**config.mk**
```make
export PLATFORM = sky130hd
export DESIGN_NAME = xor_accum_unit
export DESIGN_NICKNAME = d
export VERILOG_FILES = /design/src/rtl/xor_accum_unit.sv
export SDC_FILE = /design/constraint.sdc
export NUM_CORES = 1
export LEC_CHECK = 0
export ABC_AREA = 1
export CAP_MARGIN = 10
export CORE_MARGIN = 2
export CORE_UTILIZATION = 52
export CTS_CLUSTER_DIAMETER = 120
export DETAILED_ROUTE_END_ITERATION = 8
export PLACE_DENSITY_LB_ADDON = 0.25
export SLEW_MARGIN = 20
export SYNTH_ARGS = -nofsm -noshare
export SYNTH_HDL_FRONTEND = slang
export SYNTH_SLANG_ARGS = --single-unit
```
**constraint.sdc**
```tcl
create_clock -name clk -period 4.9 [get_ports clk]
set_input_delay 0.735 -clock clk [delete_from_list [all_inputs] [get_ports clk]]
set_output_delay 0.735 -clock clk [all_outputs]
set_load 0.1 [all_outputs]
```
**src/rtl/xor_accum_unit.sv**
```systemverilog
// xor_accum_unit: registered XOR stage that combines operand pairs singly or folds multi-beat frames.
module xor_accum_unit #(
    parameter int WIDTH     = 32,
    parameter int MAX_BEATS = 16,
    parameter int CNT_W     = $clog2(MAX_BEATS + 1)
) (
    input  logic             clk,
    input  logic             rst_n,
    input  logic             in_valid,
    output logic             in_ready,
    input  logic [WIDTH-1:0] in_a,
    input  logic [WIDTH-1:0] in_b,
    input  logic             in_mode,
    input  logic             in_last,
    output logic             out_valid,
    input  logic             out_ready,
    output logic [WIDTH-1:0] out_data,
    output logic [CNT_W-1:0] out_count,
    output logic             out_trunc,
    output logic             finish
);
    typedef enum logic [1:0] {IDLE, ACCUM, OUT} state_t;
    state_t state, state_d;
    logic [WIDTH-1:0] acc, acc_d, data_d, n;
    logic [CNT_W-1:0] cnt, cnt_d, count_d, c;
    logic trunc_d, in_fire, out_fire, pair, at_max, done;
    assign out_valid = state == OUT;
    assign in_ready  = (state != OUT) | out_ready;
    assign in_fire   = in_valid & in_ready;
    assign out_fire  = out_valid & out_ready;
    // Outside ACCUM every accepted beat opens a fresh frame, so the fold starts from zero.
    assign pair   = (state != ACCUM) & ~in_mode;
    assign n      = (state == ACCUM ? acc : '0) ^ in_a ^ in_b;
    assign c      = (state == ACCUM ? cnt : '0) + CNT_W'(1);
    assign at_max = c == CNT_W'(MAX_BEATS);
    assign done   = pair | in_last | at_max;
    always_comb begin
        state_d = state;
        acc_d   = acc;
        cnt_d   = cnt;
        data_d  = out_data;
        count_d = out_count;
        trunc_d = out_trunc;
        if (out_fire) state_d = IDLE;
        if (in_fire) begin
            state_d = done ? OUT : ACCUM;
            acc_d   = done ? '0 : n;
            cnt_d   = done ? '0 : c;
            data_d  = done ? n : out_data;
            count_d = done ? c : out_count;
            trunc_d = done ? ~pair & ~in_last & at_max : out_trunc;
        end
    end
    always_ff @(posedge clk or negedge rst_n) begin
        if (!rst_n) begin
            state     <= IDLE;
            acc       <= '0;
            cnt       <= '0;
            out_data  <= '0;
            out_count <= '0;
            out_trunc <= 1'b0;
            finish    <= 1'b0;
        end else begin
            state     <= state_d;
            acc       <= acc_d;
            cnt       <= cnt_d;
            out_data  <= data_d;
            out_count <= count_d;
            out_trunc <= trunc_d;
            finish    <= out_fire;
        end
    end
endmodule

```
==> qor.log <==
INFO  synthesis      most_common_cell_in_the_synthesized_netlist=sky130_fd_sc_hd__nand2_1
INFO  synthesis      synthDominantCellAreaShare=0.484
INFO  routing        drt_iter0_markers=220
INFO  clock_network  cts.repair_timing.setup_buffer_count=0
INFO  sta            maxSlewHeadroom=0.329
INFO  power          pwr_density_cell=422nW/um^2
INFO  setup_path     worst-setup-path-type=reg -> reg
INFO  global_routing grtUsageTotal=0.243
INFO  min_path       hold_path.class=reg -> reg
INFO  routing        via_count=3583
INFO  routing        routed_wirelength=9780um
INFO  synthesis      postSynthRegisterBits=78
INFO  setup_path     worstSetupStartpointType=flip-flop
INFO  power          share_seq_of_total_power=0.366
INFO  synthesis      yosysTopAreaCell=sky130_fd_sc_hd__dfrtp_1
INFO  clock_network  clk_root_buffer_cell=sky130_fd_sc_hd__clkbuf_8
INFO  finish         final_layout_size_suffix_gt1_frac=0.0511
INFO  die            start_util=0.530
INFO  finish         design.final.nets=635
INFO  sta            finalHoldViolations=0
INFO  clock_network  worstSkewPairLatency=340ps
INFO  sta            report.final.setup_viol=0
INFO  power          p_leak=0.00239uW
INFO  global_routing wire_length_of_the_first_global_routing_pass=16400um
INFO  setup_path     cp_common_cell=sky130_fd_sc_hd__nand2_1
INFO  routing        wl_per_cell=14.6um
INFO  setup_path     timing.critical_path.slowest_stage_cell=sky130_fd_sc_hd__nand2_2
INFO  clock_network  cts_hold_repair.buffers=0
INFO  flow_run       timing.max_cap.violations=0
INFO  clock_network  clock_tree.buffer_depth=2
INFO  sta            max_clock_freq=306MHz
INFO  place          dp.final_hpwl=6140um
INFO  routing        drtAntennaViolNets=0
INFO  routing        viasPerCell=5.35
INFO  synthesis      synth_area=4040um^2
INFO  finish         diodes=0
INFO  clock_network  tritoncts.num_buffers=9
INFO  setup_path     sequence_of_cells_on_the_critical_path=inv_2, nor2_4, buf_4, nand2_1, inv_1, ha_1, nand2_1, inv_1, nand3_1, nand2_1, nand2_1, nand2_2, nand2_4, nand3_1, nand2_1
INFO  place          portBuffers=110
INFO  sta            min_period_over_period=0.668
INFO  global_routing antenna_found_initial=0
INFO  clock_network  cts.sinks=78
INFO  clock_network  htreeDepth=3
INFO  power          netSwitchingFraction=0.466
INFO  global_routing gr-total-overflow=0
INFO  die            die_w=92.1um
INFO  setup_path     timing.critical_path.buf_inv=4
INFO  sta            unrepaired_setup_endpoints_after_global_routing=no
INFO  status         run_status=finished, final reports clean
INFO  sta            aggregate_negative_setup_slack=0ps
INFO  die            placementRows=32
INFO  synthesis      post_synth_most_frequent_cells=sky130_fd_sc_hd__nand2_1 (148), sky130_fd_sc_hd__nand3_1 (113), sky130_fd_sc_hd__dfrtp_1 (78)
INFO  clock_network  cts_tree=yes
INFO  place          global_placer_s_final_weighted_congestion=0.816
INFO  synthesis      mapped_nets=541
INFO  power          power.combinational.fraction=0.452
INFO  synthesis      synth_enable_flop_cells=0
INFO  global_routing grt_pass1_vias=3474
INFO  synthesis      synthesis.instances=470
INFO  sta            final_period_minus_worst_setup_slack=3270ps
INFO  synthesis      seq_area_frac_synth=0.484
INFO  synthesis      netlist_top_cells_area=sky130_fd_sc_hd__dfrtp_1 (48%), sky130_fd_sc_hd__nand3_1 (14%), sky130_fd_sc_hd__nand2_1 (14%)
INFO  die            io-pin-count=111
INFO  setup_path     cp_max_fo=38
INFO  routing        drcViolationCount=0
INFO  synthesis      synth_flop_cell=sky130_fd_sc_hd__dfrtp_1
INFO  synthesis      postSynthAreaPerCell=8.59um^2
INFO  setup_path     critPathRequiredTime=5120ps
INFO  power          power.share.clock=0.182
INFO  setup_path     crit_path_capture_type=flip-flop
INFO  sta            tightestPinTransition=1000ps
INFO  routing        dr.pass1.iters=5
INFO  synthesis      yosys.cell_types.count=24
INFO  power          cell_internal_pwr=1180uW
INFO  sta            timing_max_transition_violations_final=0
INFO  die            dieArea=8480um^2
INFO  sta            skew=8.37ps
INFO  setup_path     worstPathArrival=3490ps
INFO  setup_path     cpLargestDelayFamily=simple AND/OR/NAND/NOR gates
INFO  die            core=7610um^2
INFO  clock_network  post_cts_resized=0
INFO  sta            whs=484ps
INFO  power          worst_ir_drop_vdd=360uV
INFO  synthesis      async_flop_share=1.00
INFO  die            die-height=92.1um
INFO  global_routing maximum_number_of_pins_on_one_net_before_global_route_repair=79
INFO  setup_path     cp_slowest_stage_delay=590ps
INFO  power          switching_power=1030uW
INFO  finish         area_growth=30.2%
INFO  clock_network  worst_setup_hold_path_clk_slew=80ps
INFO  synthesis      synth_warnings=0
==> per-stage QoR <==
step / setup slack (ps) / total power, uW / std cells / utilization / cell area [um^2]
3_3_place_gp: 1350 / 1810 / 655 / 0.671 / 5100
2_1_floorplan: 1640 / 1550 / 470 / - / 4040
5_1_grt: 1290 / 2310 / 670 / 0.691 / 5250
3_5_place_dp: 1290 / 1830 / 655 / 0.671 / 5100
6_report: 1630 / 2220 / 670 / 0.691 / 5250
4_1_cts: 1620 / 2230 / 670 / 0.691 / 5250
==> worst reg2reg max path, stage by stage, from the launching register on <==
cell                      delay (ps)
sky130_fd_sc_hd__dfrtp_1         410
sky130_fd_sc_hd__inv_2            70
sky130_fd_sc_hd__nor2_4           80
sky130_fd_sc_hd__buf_4           400
sky130_fd_sc_hd__nand2_1         140
sky130_fd_sc_hd__inv_1           100
sky130_fd_sc_hd__ha_1            230
sky130_fd_sc_hd__nand2_1          80
sky130_fd_sc_hd__inv_1            70
sky130_fd_sc_hd__nand3_1          70
sky130_fd_sc_hd__nand2_1          80
sky130_fd_sc_hd__nand2_1         110
sky130_fd_sc_hd__nand2_2         590
sky130_fd_sc_hd__nand2_4         430
sky130_fd_sc_hd__nand3_1         200
sky130_fd_sc_hd__nand2_1          70
==> worst paths after layout <==
| kind | start | to | slack [ps] | depth (start not counted) |
|---|---|---|---|---|
| hold / removal | acc[21]$_DFFE_PN0P_ | acc[21]$_DFFE_PN0P_ | 480 | 2 |
| max in group asynchronous | rst_n | acc[28]$_DFFE_PN0P_ | 3710 | 1 |
| setup reg to reg | state[0]$_DFFE_PN0P_ | out_count[1]$_DFFE_PN0P_ | 1630 | 15 |
| setup / recovery | state[0]$_DFFE_PN0P_ | out_count[1]$_DFFE_PN0P_ | 1630 | 15 |
| min in group asynchronous | rst_n | acc[0]$_DFFE_PN0P_ | 520 | 1 |
| hold reg to reg | acc[21]$_DFFE_PN0P_ | acc[21]$_DFFE_PN0P_ | 480 | 2 |
==> power by group through the flow <==
stage               Clock [uW]  Combinational, uW  Sequential (uW)
global route               436               1050              825
detailed placement           0               1000              822
floorplan                    0                239             1310
global placement             0                990              821
finish                     403               1000              813
CTS                        408               1010              812
==> area by class of cell <==
| type | count | area (um^2) |
|---|---|---|
| Fill cell | 618 | 2350 |
| Sequential cell | 78 | 1950 |
| Multi-Input combinational cell | 351 | 1870 |
| Timing Repair Buffer | 111 | 1110 |
| Clock buffer | 13 | 139 |
| Tap cell | 102 | 128 |
| Inverter | 13 | 48.8 |
| Clock inverter | 2 | 10.0 |
==> per-layer routing <==
| layer | vias up | part of all wire | GRT usage |
|---|---|---|---|
| li1 | 1695 | - | - |
| met1 | 1718 | 0.42 | 0.322 |
| met2 | 157 | 0.50 | 0.408 |
| met3 | 13 | 0.071 | 0.0370 |
| met4 | 0 | 0.012 | 0.0846 |
| met5 | - | 0 | 0 |
==> flip-flops by register name (all words and copies together), names as in the netlist <==
| signal | flops |
|---|---|
| state | 2 |
| cnt | 5 |
| out_count | 5 |
| acc | 32 |
| out_data | 32 |
| out_trunc | 1 |
| finish | 1 |
==> placed cells by master (no fill, tap or decap) <==
cell type                         Yosys  layout
sky130_fd_sc_hd__o21ai_1              1       1
sky130_fd_sc_hd__nand2_4              2       2
sky130_fd_sc_hd__nand2_2              2       2
sky130_fd_sc_hd__nand3_1            113     113
sky130_fd_sc_hd__inv_2                4       4
sky130_fd_sc_hd__clkbuf_8             0       9
sky130_fd_sc_hd__o21ai_0              5       5
sky130_fd_sc_hd__nor2_4               2       3
sky130_fd_sc_hd__a21oi_1              1       1
sky130_fd_sc_hd__nand4_1              1       1
sky130_fd_sc_hd__ha_1                 1       1
sky130_fd_sc_hd__buf_4                8       2
sky130_fd_sc_hd__xor2_1              32      32
sky130_fd_sc_hd__clkdlybuf4s50_1      0     109
sky130_fd_sc_hd__nand3_2              2       2
sky130_fd_sc_hd__dfrtp_1             78      78
sky130_fd_sc_hd__nor2_2               3       2
sky130_fd_sc_hd__nor3_1               1       1
sky130_fd_sc_hd__clkinv_2             0       2
sky130_fd_sc_hd__a21oi_2              1       1
sky130_fd_sc_hd__nand2_1            148     148
sky130_fd_sc_hd__clkbuf_1             8       4
sky130_fd_sc_hd__nor2_1               3       3
sky130_fd_sc_hd__inv_1                9       9
sky130_fd_sc_hd__xnor2_1             33      33
==> cell families after synthesis <==
kind of cell             synth area share
AND/OR/NAND/NOR                     0.307
buffers and inverters              0.0540
adder cells (fa/ha/maj)           0.00310
XOR/XNOR                            0.141
AO/OA/AOI/OAI                      0.0108
flip-flops                          0.484
(Power assumes the default switching activity.)
